$ cat src/rtl/key_debounce_multi.sv
`default_nettype none
// ============================================================================
// Module      : key_debounce_multi
// Description : N independent active-low key debouncers on the tick clock.
//               Each channel has a 2-flop synchroniser and a four-state
//               IDLE/FALL/HOLD/RISE debounce FSM. It produces a debounced
//               level, a one-cycle press pulse and a one-cycle release pulse.
//               Optional auto-repeat of key_press while a key is held is
//               enabled by defining the macro KEY_REPEAT_EN.
// Revision    : 1.0 - initial release
// ============================================================================
module key_debounce_multi #(
   parameter int N_KEYS         = 4,
   parameter int CNT_W          = 8,
   parameter int DEBOUNCE_TICKS = 20,
   parameter int REPEAT_DELAY   = 200,
   parameter int REPEAT_PERIOD  = 50
) (
   input  logic              clk_out,
   input  logic              timer_rst,
   input  logic [N_KEYS-1:0] tap,
   output logic [N_KEYS-1:0] key_level,
   output logic [N_KEYS-1:0] key_press,
   output logic [N_KEYS-1:0] key_release,
   output logic              busy
);

   typedef enum logic [1:0] {
      IDLE = 2'd0,
      FALL = 2'd1,
      HOLD = 2'd2,
      RISE = 2'd3
   } state_t;

   // Last count value of a debounce window; the compare happens before the
   // counter could ever overflow.
   localparam logic [CNT_W-1:0] DB_LAST = CNT_W'(DEBOUNCE_TICKS - 1);

`ifdef KEY_REPEAT_EN
   // One extra bit so that REPEAT_DELAY == 2^CNT_W is still representable.
   localparam int               RCW        = CNT_W + 1;
   localparam logic [RCW-1:0]   REP_DELAY  = RCW'(REPEAT_DELAY);
   // Reloading to DELAY-PERIOD makes every later pulse land PERIOD cycles on.
   localparam logic [RCW-1:0]   REP_RELOAD = RCW'(REPEAT_DELAY - REPEAT_PERIOD);
`else
   // Repeat timing is irrelevant without auto-repeat; keep the parameters
   // referenced so they do not show up as dangling.
   logic [1:0] unused_repeat_params;
   assign unused_repeat_params = {REPEAT_DELAY[0], REPEAT_PERIOD[0]};
`endif

   // Next-cycle "in FALL or RISE" per channel, registered into busy below.
   logic [N_KEYS-1:0] busy_nx;

   genvar i;
   generate
      for (i = 0; i < N_KEYS; i++) begin : g_ch
         logic             sync1;
         logic             s;
         state_t           state;
         logic [CNT_W-1:0] cnt;
         logic             level_q;
         logic             press_q;
         logic             release_q;
`ifdef KEY_REPEAT_EN
         logic [RCW-1:0]   rcnt;
         logic [RCW-1:0]   rcnt_inc;
         assign rcnt_inc = rcnt + RCW'(1);
`endif

         // Two-flop synchroniser; resets to the released level.
         always_ff @(posedge clk_out or posedge timer_rst) begin
            if (timer_rst) begin
               sync1 <= 1'b1;
               s     <= 1'b1;
            end else begin
               sync1 <= tap[i];
               s     <= sync1;
            end
         end

         // Busy flag for the state this channel will be in after the edge.
         assign busy_nx[i] = ((state == IDLE) && !s)
                          || ((state == FALL) && !s && (cnt != DB_LAST))
                          || ((state == HOLD) &&  s)
                          || ((state == RISE) &&  s && (cnt != DB_LAST));

         // Debounce FSM with registered level/press/release outputs.
         always_ff @(posedge clk_out or posedge timer_rst) begin
            if (timer_rst) begin
               state     <= IDLE;
               cnt       <= '0;
               level_q   <= 1'b0;
               press_q   <= 1'b0;
               release_q <= 1'b0;
`ifdef KEY_REPEAT_EN
               rcnt      <= '0;
`endif
            end else begin
               press_q   <= 1'b0;
               release_q <= 1'b0;
               case (state)
                  IDLE: begin
                     if (!s) begin
                        state <= FALL;
                        cnt   <= '0;
                     end
                  end
                  FALL: begin
                     if (s) begin
                        // Press bounce: back to idle silently.
                        state <= IDLE;
                        cnt   <= '0;
                     end else if (cnt == DB_LAST) begin
                        state   <= HOLD;
                        cnt     <= '0;
                        level_q <= 1'b1;
                        press_q <= 1'b1;
`ifdef KEY_REPEAT_EN
                        rcnt    <= '0;
`endif
                     end else begin
                        cnt <= cnt + CNT_W'(1);
                     end
                  end
                  HOLD: begin
                     if (s) begin
                        state <= RISE;
                        cnt   <= '0;
                     end else begin
`ifdef KEY_REPEAT_EN
                        if (rcnt_inc == REP_DELAY) begin
                           press_q <= 1'b1;
                           rcnt    <= REP_RELOAD;
                        end else begin
                           rcnt <= rcnt_inc;
                        end
`endif
                     end
                  end
                  RISE: begin
                     if (!s) begin
                        // Release bounce: key still held, repeat count kept.
                        state <= HOLD;
                        cnt   <= '0;
                     end else if (cnt == DB_LAST) begin
                        state     <= IDLE;
                        cnt       <= '0;
                        level_q   <= 1'b0;
                        release_q <= 1'b1;
                     end else begin
                        cnt <= cnt + CNT_W'(1);
                     end
                  end
                  default: begin
                     state <= IDLE;
                     cnt   <= '0;
                  end
               endcase
            end
         end

         assign key_level[i]   = level_q;
         assign key_press[i]   = press_q;
         assign key_release[i] = release_q;
      end
   endgenerate

   // Registered OR of all channels that are mid-debounce.
   always_ff @(posedge clk_out or posedge timer_rst) begin
      if (timer_rst) begin
         busy <= 1'b0;
      end else begin
         busy <= |busy_nx;
      end
   end

endmodule
`default_nettype wire

$ cat config.mk
export PLATFORM = sky130hd
export DESIGN_NAME = key_debounce_multi
export DESIGN_NICKNAME = d
export VERILOG_FILES = /design/src/rtl/key_debounce_multi.sv
export SDC_FILE = /design/constraint.sdc
export NUM_CORES = 1
export LEC_CHECK = 0
export CORE_ASPECT_RATIO = 0.5
export CORE_MARGIN = 8
export CORE_UTILIZATION = 55
export CTS_CLUSTER_SIZE = 8
export DETAILED_ROUTE_END_ITERATION = 8
export PLACE_DENSITY = 0.75
export SLEW_MARGIN = 20
export SYNTH_ARGS = -nofsm -noshare
export SYNTH_HDL_FRONTEND = slang
export SYNTH_SLANG_ARGS = --single-unit
export TNS_END_PERCENT = 10
$ cat constraint.sdc
create_clock -name clk_out -period 3.55 [get_ports clk_out]
set_clock_uncertainty 0.1 [all_clocks]
set_input_delay 0.71 -clock clk_out [delete_from_list [all_inputs] [get_ports clk_out]]
set_output_delay 0.71 -clock clk_out [all_outputs]
set_load 0.005 [all_outputs]
==> results of run 1 <==
[state kept, by name (all words and copies together) (netlist names), named ones only]
register,cells
g_ch.cnt,32
g_ch.level_q,4
g_ch.press_q,4
g_ch.release_q,4
g_ch.s,4
g_ch.state,4
g_ch.sync1,4
busy,1
[power by group through the flow]
stage | registers [mW] | logic, mW | clock network (mW)
global route | 0.921 | 0.517 | 0.665
floorplan | 0.877 | 0.389 | 0
CTS | 0.901 | 0.458 | 0.635
detailed placement | 0.912 | 0.458 | 0
finish | 0.904 | 0.458 | 0.620
global placement | 0.908 | 0.439 | 0
[per-layer routing]
metal	part of all wire (%)	wire (µm)	up-vias
met3	5.9	317	8
met2	48	2583	44
met4	0.89	48	0
met5	0	0	-
li1	-	-	1024
met1	45	2455	1036
[worst max-delay path, cell delays in order, from the launching register on]
cell and delay [ns]:
dfrtp_1 0.41, ha_1 0.26, nor4b_4 0.16, a211oi_2 0.68, a41oi_1 0.25, a31oi_1 0.18
[path summary, 6_finish.rpt]
path                                 from  cells past startpoint              to  slack (ns)
max                        g_ch[0].cnt[0]                      5  g_ch[0].cnt[5]        1.43
min                         g_ch[3].sync1                      0       g_ch[3].s        0.25
max reg2reg                g_ch[0].cnt[0]                      5  g_ch[0].cnt[5]        1.43
min reg2reg                 g_ch[3].sync1                      0       g_ch[3].s        0.25
max in group asynchronous       timer_rst                      3       g_ch[1].s        2.00
min in group asynchronous       timer_rst                      2       async pin        0.65
[layout by cell type, fill, tap and decap left out, types with 2 or more instances in the layout]
cell,count
a21oi_1,11
o211ai_1,3
a211oi_2,3
mux2i_1,2
nor4b_2,2
nand4_1,3
xor2_2,2
clkdlybuf4s50_1,18
a31oi_1,13
and2_1,2
xor2_1,5
a211o_1,3
nor2_1,12
a21o_1,2
dfstp_2,8
nand3_1,22
inv_1,6
a22o_1,7
clkbuf_8,10
ha_1,4
xnor2_1,4
a21boi_0,4
o21ai_0,12
o22ai_1,3
nor3_1,10
clkinv_2,3
nand2_1,27
nor4b_4,2
and3_1,6
dfrtp_1,53
nor3b_1,2
buf_4,3
nand2b_1,7
[cell usage after synthesis (all sizes together) (3+ instances only)]
master,instances,area (µm²)
a211o,4,36.29
a211oi,3,37.54
a21boi,4,30.03
a21oi,11,55.05
a22o,8,71.32
a31oi,13,81.33
and3,6,37.54
buf,17,127.6
dfrtp,53,1326
dfstp,8,210.2
ha,4,50.05
inv,7,26.28
nand2,27,101.4
nand2b,7,43.79
nand3,23,120.1
nand4,3,18.77
nor2,12,45.04
nor3,11,60.06
nor3b,3,27.52
nor4b,4,77.58
o211ai,3,22.52
o21ai,13,65.06
o22ai,3,18.77
xnor2,4,35.03
xor2,7,76.32
[cell families after synthesis]
logic type | Yosys count | synth area share (%)
xor+xnor | 11 | 3.779
mux | 3 | 1.062
buf+inv | 24 | 5.223
compound gates | 69 | 16.14
flops | 61 | 52.14
fa+ha+maj | 4 | 1.699
simple gates | 104 | 19.96
[layout make-up]
type | count | share of cell area (%)
multi-input cells | 191 | 37.97
clock buffers | 10 | 4.160
repair buffers | 21 | 6.127
flip-flops and latches | 61 | 46.44
well taps | 70 | 2.648
clock inverters | 6 | 1.853
inverters | 7 | 0.7943
[through the flow]
stage               utilization (%)  power (mW)  setup WS, ns
detailed placement            61.63       1.371         1.475
global route                  65.58       2.103         1.262
finish                        65.58       1.982         1.426
floorplan                         -       1.266         1.240
CTS                           65.58       1.995         1.464
global placement              61.63       1.347         1.588
==> impl_metrics.toml, run 1 <==
[outcome]
status = "finished clean"

[power]
swShare_pct = 34.17
cellPowerDensity_nw_per_um2 = 599.1
comb_power_share_pct = 23.1
p_sw_uw = 677.4
p_leak_nw = 1.436
clock_power_share_pct = 31.3
p_int_mw = 1.305
power.ir.vdd_worst_mv = 0.2838
seqPwrFrac_pct = 45.6

[synthesis]
synth.cell_area_um2 = 2947
synth-edff-count = 0
synth_fp_nets = 286
ys_seq_area_share_pct = 52.14
synth_async_sr_flop_share_pct = 100.0
synthCells = 276
syn_avg_cell_area_um2 = 10.68
synth.ff_latch_count = 61
synth.yosys.warnings = 0
netlist-cell-type-count = 50
dominantRegCellSynth = "dfrtp_1"

[cts]
cts_hold_buf = 0
worst_setup_hold_path_clk_slew_ns = 0.07
postCtsResizedCells = 0
cts-buffers-inserted = 9
cts-root-to-sink-buffers = 2
cts_tree = "done"
postCtsSetupRepairBufs = 0
h-tree-depth = 3
numClockSinks = 61
clock_insertion_delay_worst_skew_ns = 0.34
clock-root-buffer = "clkbuf_8"

[timing]
rsz0062_at_grt = "no"
fmaxAchievable_mhz = 470.8
final.setup.tns_ns = 0
final_slew_viol_count = 0
setup-violations-final = 0
final.min_clock_period_ns = 2.124
worst_hold_slack_ns = 0.2527
relSlewSlack_pct = 46.53
layout_worst_path_cycle_share_pct = 59.83
timing.final.hold_violations = 0
worst-slew-pin-transition_ns = 0.8006

[min_path]
hold_path_class = "register to register"

[worst_setup_path]
cp_max_fo = 13
crit_required_ns = 3.71
path_class = "register to register"
crit_path_end_kind = "register"
cp_data_arrival_time_ns = 2.28
worstSetupStartpointType = "register"

[placed_design]
gp_congestion = 0.8610
placedInstanceArea_um2 = 3109
portBuffers = 18
place.detailed.instances = 350
dp_hpwl_mm = 3.855

[drt]
drt_wl_total_mm = 5.404
remaining_drc_errors = 0
initialDrtViolationCount = 178
viasPerCell = 5.770
dr.pass1.iters = 4
antenna_violating_nets_post_route = 0
vias = 2112
avgRoutedWirePerCell_um = 14.77

[layout]
layout.area.seq_um2 = 1536
finalNonFillerCells = 366
num_antenna_cells = 0
postLayoutCellArea_um2 = 3308
fin_nets = 301
syn2layout_area_growth_pct = 12.27
drive_above_1_share_pct = 15.20
multi_input_comb_area_um2 = 1256
nFillCells = 401

[global_route]
wire_length_of_the_first_global_routing_pass_mm = 9.515
grt_busiest_layer = "met2"
globalRouteMet1Util_pct = 17.20
antenna_violations_before_repair = 0
grt_overflow = 0
grt_pass1_vias = 2056
grt.total_usage_pct = 14.77
gr-usage-met3_pct = 4.992
grt_start_max_net_pins = 31
met2_usage_grt_pct = 24.53

[floorplanning]
start_util_pct = 58.41
core_area_um2 = 5045
die_area_um2 = 8097
num_io_pins = 19
die_width_um = 119.5
die_h_um = 67.76
core.rowCount = 18

[run]
drv_cap = 0
Power figures use the tool's default switching activity.
==> run 2: changes to the inputs <==
==> constraint.sdc (replaced) <==
create_clock -name clk_out -period 2.12 [get_ports clk_out]
set_clock_uncertainty 0.1 [all_clocks]
set_input_delay 0.424 -clock clk_out [delete_from_list [all_inputs] [get_ports clk_out]]
set_output_delay 0.424 -clock clk_out [all_outputs]
set_load 0.005 [all_outputs]
==> impl_metrics.toml, run 2 (synthesized netlist as in run 1, its figures left out) <==
[outcome]
status = "finished clean"

[drt]
initialDrtViolationCount = 139
viasPerCell = 5.669
vias = 2092
remaining_drc_errors = 0
drt_wl_total_mm = 5.414
avgRoutedWirePerCell_um = 14.67
dr.pass1.iters = 4
antenna_violating_nets_post_route = 0

[layout]
syn2layout_area_growth_pct = 15.12
drive_above_1_share_pct = 15.72
nFillCells = 398
largest_register_ffs = 32
layout.core_utilization_pct = 67.24
layout_common_cells = "dfrtp_1 (53), nand2_1 (27), nand3_1 (22)"
num_antenna_cells = 0
finalNonFillerCells = 369
fin_nets = 305
registers.top_by_ff_count = "g_ch.cnt"
mostFrequentLayoutCell = "dfrtp_1"

[cts]
h-tree-depth = 3
numClockSinks = 61
worst_setup_hold_path_clk_slew_ns = 0.07
cts-buffers-inserted = 9
clock_insertion_delay_worst_skew_ns = 0.34
cts_hold_buf = 0
postCtsResizedCells = 0
postCtsSetupRepairBufs = 0
cts_tree = "done"
clock-root-buffer = "clkbuf_8"
cts-root-to-sink-buffers = 2

[worst_setup_path]
regToRegStartpoint = "g_ch[2].cnt[0]"
cp_data_arrival_time_ns = 2.02
crit_path_end_kind = "register"
worstSetupStartpointType = "register"
cp_max_fo = 7
crit_required_ns = 2.24
path_class = "register to register"
setup.worst_path.start = "g_ch[2].cnt[0]"

[floorplanning]
start_util_pct = 58.41
core.rowCount = 18
core_area_um2 = 5045
die_area_um2 = 8097
die_h_um = 67.76
num_io_pins = 19
die_width_um = 119.5

[global_route]
wire_length_of_the_first_global_routing_pass_mm = 9.425
antenna_violations_before_repair = 0
grt_overflow = 0
grt_pass1_vias = 2011
grt_start_max_net_pins = 26
grt.total_usage_pct = 14.64

[run]
drv_cap = 0

[timing]
setup-violations-final = 0
rsz0062_at_grt = "no"
worst_hold_slack_ns = 0.2584
relSlewSlack_pct = 65.35
worst-slew-pin-transition_ns = 0.5189
final.setup.worst_slack_ns = 0.2162
layout_worst_path_cycle_share_pct = 89.80
final.setup.tns_ns = 0
final_slew_viol_count = 0
fmaxAchievable_mhz = 525.3
final.min_clock_period_ns = 1.904
timing.final.hold_violations = 0

[power]
p_leak_nw = 1.479
cellPowerDensity_nw_per_um2 = 1041
power.ir.vdd_worst_mv = 0.5167

[placed_design]
gp_congestion = 0.8792
place.detailed.instances = 354
dp_hpwl_mm = 3.854
portBuffers = 18
post-place-ws_ns = 0.2396

[min_path]
hold_path_class = "register to register"
hold_path.startpoint = "g_ch[0].sync1"
run 2: critical path, cell delays in order (launching register included):
cell	delay [ns]
dfrtp_1	0.40
ha_1	0.26
nor4b_2	0.28
nand3_2	0.21
o21ai_0	0.18
or3b_1	0.36
run 2: path summary, 6_finish.rpt:
path | cells after the start | end | slack, ns
worst max-delay path | 5 | g_ch[2].level_q | 0.22
worst min-delay path | 0 | g_ch[0].s | 0.26
worst max register to register | 5 | g_ch[2].level_q | 0.22
worst min register to register | 0 | g_ch[0].s | 0.26
max in group asynchronous | 3 | g_ch[3].sync1 | 1.05
min in group asynchronous | 2 | g_ch[0].press_q | 0.31
run 2: layout make-up:
class | count | area (µm²) | share of cell area, %
tap | 70 | 87.58 | 2.582
multi-input combinational | 191 | 1256 | 37.03
timing repair buffer | 25 | 257.7 | 7.599
clock buffer | 10 | 127.6 | 3.762
clock inverter | 5 | 100.1 | 2.951
sequential | 61 | 1536 | 45.30
inverter | 7 | 26.28 | 0.7746
run 2: per-stage QoR:
stage          total power, mW  area (µm²)
6_report                 3.530        3392
2_1_floorplan            2.120        2947
5_1_grt                  3.752        3392
4_1_cts                  3.563        3392
3_3_place_gp             2.302        3164
3_5_place_dp             2.341        3164
run 2: power breakdown:
part,switching (mW),internal (mW)
Combinational,0.481,0.339
Clock,0.429,0.770
Sequential,0.193,1.32
Total,1.10,2.43
run 2: routing by layer:
layer	GRT usage, %	wire (µm)
met1	17.45	2529
met2	24.12	2598
met3	6.406	247
met4	4.160	38
met5	0	0
